[src/rtl/round_key_sequencer.sv]
// Buffers one AES expanded-key set and streams its round keys to the round engine,
// forward for encryption and reverse for decryption, with valid/ready flow control.
module round_key_sequencer #(
  parameter int NR      = 10,
  parameter int RK_BITS = 128
) (
  input  logic                      clock,
  input  logic                      reset_n,
  input  logic                      keyValid,
  input  logic [(NR+1)*RK_BITS-1:0] roundKeys,
  input  logic                      decrypt,
  input  logic                      replay,
  input  logic                      rkReady,
  output logic                      rkValid,
  output logic [RK_BITS-1:0]        roundKey,
  output logic [3:0]                roundIndex,
  output logic                      lastKey,
  output logic                      busy,
  output logic                      keyLoaded
);

  localparam logic [3:0] LP_LAST = 4'(NR);

  typedef enum logic {
    S_IDLE,
    S_STREAM
  } state_t;

  state_t             r_state;
  state_t             w_state_next;
  logic [3:0]         r_idx;
  logic [3:0]         w_idx_next;
  logic               r_dec;
  logic               w_dec_next;
  logic               r_last;
  logic               w_last_next;
  logic               r_loaded;
  logic               w_loaded_next;
  logic [RK_BITS-1:0] r_key;
  logic [RK_BITS-1:0] w_key_next;
  logic               w_load;
  logic               w_start;
  logic               w_adv;

  logic [RK_BITS-1:0] r_buf     [0:NR];
  logic [RK_BITS-1:0] w_in_keys [0:NR];

  for (genvar gi = 0; gi <= NR; gi++) begin : g_slice
    assign w_in_keys[gi] = roundKeys[gi*RK_BITS +: RK_BITS];
  end

  // Key storage carries no reset: its contents are meaningless until keyLoaded is set.
  always_ff @(posedge clock) begin
    if (w_load) begin
      for (int r = 0; r <= NR; r++) begin
        r_buf[r] <= w_in_keys[r];
      end
    end
  end

  always_ff @(posedge clock or negedge reset_n) begin
    if (!reset_n) begin
      r_state  <= S_IDLE;
      r_idx    <= '0;
      r_dec    <= 1'b0;
      r_last   <= 1'b0;
      r_loaded <= 1'b0;
      r_key    <= '0;
    end else begin
      r_state  <= w_state_next;
      r_idx    <= w_idx_next;
      r_dec    <= w_dec_next;
      r_last   <= w_last_next;
      r_loaded <= w_loaded_next;
      r_key    <= w_key_next;
    end
  end

  always_comb begin
    w_state_next  = r_state;
    w_idx_next    = r_idx;
    w_dec_next    = r_dec;
    w_loaded_next = r_loaded;
    w_load        = 1'b0;
    w_start       = 1'b0;
    w_adv         = 1'b0;
    w_key_next    = r_key;

    case (r_state)
      S_IDLE: begin
        // A fresh key set takes priority over replaying the buffered one.
        if (keyValid) begin
          w_load        = 1'b1;
          w_start       = 1'b1;
          w_loaded_next = 1'b1;
        end else if (replay && r_loaded) begin
          w_start = 1'b1;
        end
        if (w_start) begin
          w_state_next = S_STREAM;
          w_dec_next   = decrypt;
          w_idx_next   = decrypt ? LP_LAST : 4'd0;
        end
      end
      S_STREAM: begin
        if (rkReady) begin
          if (r_last) begin
            w_state_next = S_IDLE;
          end else begin
            w_adv      = 1'b1;
            w_idx_next = r_dec ? (r_idx - 4'd1) : (r_idx + 4'd1);
          end
        end
      end
      default: w_state_next = S_IDLE;
    endcase

    w_last_next = (w_state_next == S_STREAM) &&
                  (w_dec_next ? (w_idx_next == 4'd0) : (w_idx_next == LP_LAST));

    // The first key of a fresh load bypasses the buffer, which is written on the same edge.
    if (w_start || w_adv) begin
      w_key_next = w_load ? w_in_keys[w_idx_next] : r_buf[w_idx_next];
    end
  end

  assign rkValid    = (r_state == S_STREAM);
  assign busy       = (r_state == S_STREAM);
  assign roundKey   = r_key;
  assign roundIndex = r_idx;
  assign lastKey    = r_last;
  assign keyLoaded  = r_loaded;

endmodule

[config.mk]
export PLATFORM = sky130hd
export DESIGN_NAME = round_key_sequencer
export DESIGN_NICKNAME = d
export VERILOG_FILES = /design/src/rtl/round_key_sequencer.sv
export SDC_FILE = /design/constraint.sdc
export NUM_CORES = 2
export LEC_CHECK = 0
export ABC_AREA = 1
export CAP_MARGIN = 25
export CELL_PAD_IN_SITES_DETAIL_PLACEMENT = 0
export CELL_PAD_IN_SITES_GLOBAL_PLACEMENT = 1
export CORE_AREA = 5 5 599 601
export CTS_CLUSTER_SIZE = 24
export DETAILED_ROUTE_END_ITERATION = 16
export DIE_AREA = 0 0 604 606
export PLACE_DENSITY = 0.61
export SYNTH_ARGS = -nofsm -noshare
export SYNTH_HDL_FRONTEND = slang
export SYNTH_SLANG_ARGS = --single-unit
[constraint.sdc]
create_clock -name clock -period 48.2 [get_ports clock]
set_clock_uncertainty 0.2 [all_clocks]
set_input_delay 14.46 -clock clock [delete_from_list [all_inputs] [get_ports clock]]
set_output_delay 14.46 -clock clock [all_outputs]
set_load 0.02 [all_outputs]
==> impl_summary.txt <==
----------------------------------------------------
[Cells and area]
  Post-route core utilization ... 0.310
  Number of fillers in the final layout ... 37.9k
  Synthesis-to-layout area growth ... 31.4%
  Multi-input gate area ... 29900 um^2
  Area used by sequential logic in the layout ... 45700 um^2
  Post-route insts no fill ... 16.8k
  Net count reported at finish ... 13.2k
  Proportion of layout cells with a drive suffix above 1 ... 0.0378

[Min path]
  Source of the worst hold timing path ... roundKey[76]
  Hold crit path type ... reg2reg
  Worst hold path depth ... 2

[Yosys]
  Netlist area before placement ... 83100 um^2
  Register area share after synthesis ... 0.550
  Number of enable-type register cells in the synthesized netlist ... 1408
  Area share of the leading cell type in the synthesized netlist ... 0.509
  Warnings from Yosys ... 0
  Synthesized area per cell ... 7.83 um^2
  Area contributors post-synth ... sky130_fd_sc_hd__edfxtp_1 (51%), sky130_fd_sc_hd__nand2_1 (23%), sky130_fd_sc_hd__nand3_1 (5.4%)
  Most used standard cells in the synthesized netlist ... sky130_fd_sc_hd__nand2_1 (5048), sky130_fd_sc_hd__edfxtp_1 (1408), sky130_fd_sc_hd__inv_1 (1168), sky130_fd_sc_hd__nand3_1 (899), sky130_fd_sc_hd__nand4_1 (387)
  Number of instances in the synthesized netlist ... 10.6k
  Most frequent cell after synthesis ... sky130_fd_sc_hd__nand2_1
  Count of distinct cell types in the synthesized netlist ... 28
  Async set or reset register ratio after synthesis ... 0.0881
  Top cell type by total area after synthesis ... sky130_fd_sc_hd__edfxtp_1
  Top_reg_cell synth ... sky130_fd_sc_hd__edfxtp_1
  Number of synthesized register bits ... 1544
  Number of nets produced by synthesis ... 12.0k

[Power]
  Leakage power ... 0.0482 uW
  Peak supply drop ... 0.0899 mV
  Power per Cell Area ... 80.0 nW/um^2

[Route]
  Average routed wire per standard cell ... 25.5 um
  Residual DRC ... 0
  Total detailed-routing wirelength ... 429000 um
  Count of antenna-violating nets left after detailed routing ... 0
  Routed vias/inst ... 4.59
  Drt pass-1 iters ... 7
  Routed vias ... 77.2k
  Initial drt markers ... 6639

[Global routing]
  Antenna violations before repair ... 215
  Largest net degree at the start of global routing ... 192
  Grt total ovfl ... 0
  Vias in the first global route ... 73.6k
  Wire length of the first global-routing pass ... 588000 um
  All-layer global routing usage ... 0.223

[Clocking]
  Count of cells resized by post-cts repair ... 0
  Bufs on Longest Clock Path ... 4
  Number of hold buffers added after cts ... 0
  Clock latency on the worst-skew pair ... 880 ps
  CTS sink cnt ... 1544
  Maximum level of the CTS H-tree ... 4
  Post-CTS Setup Inserts ... 0
  Master cell of the clock root buffer ... sky130_fd_sc_hd__clkbuf_16
  Clock tree from TritonCTS ... done
  Clock buffers created by TritonCTS ... 199
  Clock-pin slew reported for the worst setup and hold paths after clock tree synthesis ... 60 ps

[Timing]
  Final critical-path setup slack ... 26900 ps
  Top achievable clock speed ... 0.0469 GHz
  RSZ-0062 raised after global routing ... false
  Total of endpoints with negative setup slack in the final report ... 0
  Total count of max-transition violations in the final report ... 0
  Max-slew headroom ... 0.251
  Time the worst path needs with I/O delays and setup ... 21300 ps
  Slew at the pin closest to its max-slew limit ... 1120 ps
  Final critical-path share of the clock period ... 0.442
  Total count of hold-check failures in the final report ... 0
  Post-Route Setup TNS ... 0 ps

[Floorplan]
  Total number of placement rows ... 218
  Number of top-level pins ... 1550
  Die outline area ... 366000 um^2
  Standard cell core area ... 352000 um^2
  Starting density of the core ... 0.236
  X dimension of the die ... 604 um
  Vertical die dimension ... 606 um

[Place]
  Routability-driven placement congestion ratio ... 0.850
  Pre-CTS WS ... 25990 ps
  Post-detailed-placement half-perimeter wirelength ... 296000 um
  IO Port Bufs ... 1549
  Placed Cells ... 16.3k

[Critical path]
  Type of origin of the critical path ... primary input
  Data required time of the critical path ... 48820 ps
  Reg-to-reg slack, setup ... 40130 ps
  CP Launch Point ... rkReady
  Maximum net fanout on the critical path ... 92
  Crit end category ... register
  Origin of the critical flop-to-flop path ... busy
  Arrival time at the worst endpoint ... 21920 ps
  FF-to-FF path depth ... 21
  Startpoint-to-endpoint class of the critical path ... in2reg

[Outcome]
  Outcome ... completed

[Flow run]
  # Max-Cap Violations ... 0

----------------------------------------------------
## power by group
part           internal (uW)  leakage (uW)  switching (uW)  total [uW]
logic                   1480        0.0307            3980        5460
registers               1720        0.0145            90.9        1810
clock network            835       0.00303             629        1460
## state kept, by name (all words and copies together), names as in the netlist
name	cells
busy	1
keyLoaded	1
lastKey	1
r_buf	1408
r_dec	1
roundIndex	4
roundKey	128
## cells by family (layout without fill, tap and decap cells)
group,count (synthesis),in the layout,share of synthesized area
buf+inv,1909,3251,0.0925
fa+ha+maj,3,3,0.000542
flops,1544,1544,0.550
simple gates,6671,6671,0.327
compound gates,492,492,0.0300
other cells,0,123,0
## through the flow
step	hold WS (ps)	total power [uW]	instance area, um^2
after floorplan	389	5540	83100
after global placement	263	7380	103000
after detailed placement	266	7360	103000
after CTS	281	8860	109000
after global routing	291	9460	109000
final	279	8740	109000
## layer usage
metal	wire length (um)	vias to the layer above	global-route usage	part of all wire
li1	-	36400	-	-
met1	174000	37200	0.275	0.40
met2	209000	2824	0.378	0.49
met3	26800	734	0.0428	0.062
met4	19400	84	0.103	0.045
met5	533	-	0	0.0012
## placed cells by master (no fill, tap or decap), drive strengths merged
cell	count
nand4	389
buf	133
bufinv	2
nand2	5053
a21oi	131
inv	1199
dfrtp	136
edfxtp	1408
fa	1
nand3	902
diode	123
clkdlybuf4s50	1548
ha	2
or2	1
nor2	325
o211ai	13
clkbuf	304
clkinvlp	6
clkinv	59
nor3	1
o21ai	348
## layout make-up
type	count	share of cell area
diodes	123	0.00282
clock buffers	304	0.0529
clock inverters	66	0.00402
inverters	1200	0.0416
multi-input cells	7166	0.274
flip-flops and latches	1544	0.418
well taps	4730	0.0542
repair buffers	1681	0.152
## worst max-delay path, stage by stage
cell and delay [ps]:
sky130_fd_sc_hd__clkdlybuf4s50_1 630, sky130_fd_sc_hd__nand4_4 650, sky130_fd_sc_hd__nand3_4 740, sky130_fd_sc_hd__buf_4 730, sky130_fd_sc_hd__buf_4 600, sky130_fd_sc_hd__buf_4 710, sky130_fd_sc_hd__buf_4 710, sky130_fd_sc_hd__buf_4 620
sky130_fd_sc_hd__buf_4 860, sky130_fd_sc_hd__nand2_1 110, sky130_fd_sc_hd__nand2_1 110, sky130_fd_sc_hd__nand2_1 60, sky130_fd_sc_hd__nand2_1 80, sky130_fd_sc_hd__nand2_1 80, sky130_fd_sc_hd__nand2_1 110, sky130_fd_sc_hd__nand2_1 60
sky130_fd_sc_hd__nand2_1 90, sky130_fd_sc_hd__nand2_1 50, sky130_fd_sc_hd__nand2_1 90, sky130_fd_sc_hd__nand2_1 50, sky130_fd_sc_hd__nand2_1 90
## final timing paths
path	endpoint
min	roundKey[76]
max in group asynchronous	roundKey[114]
min in group asynchronous	roundKey[60]
max reg2reg	roundKey[52]
max	roundKey[52]
min reg2reg	roundKey[76]
No activity file was read; power rests on OpenSTA's default activity.
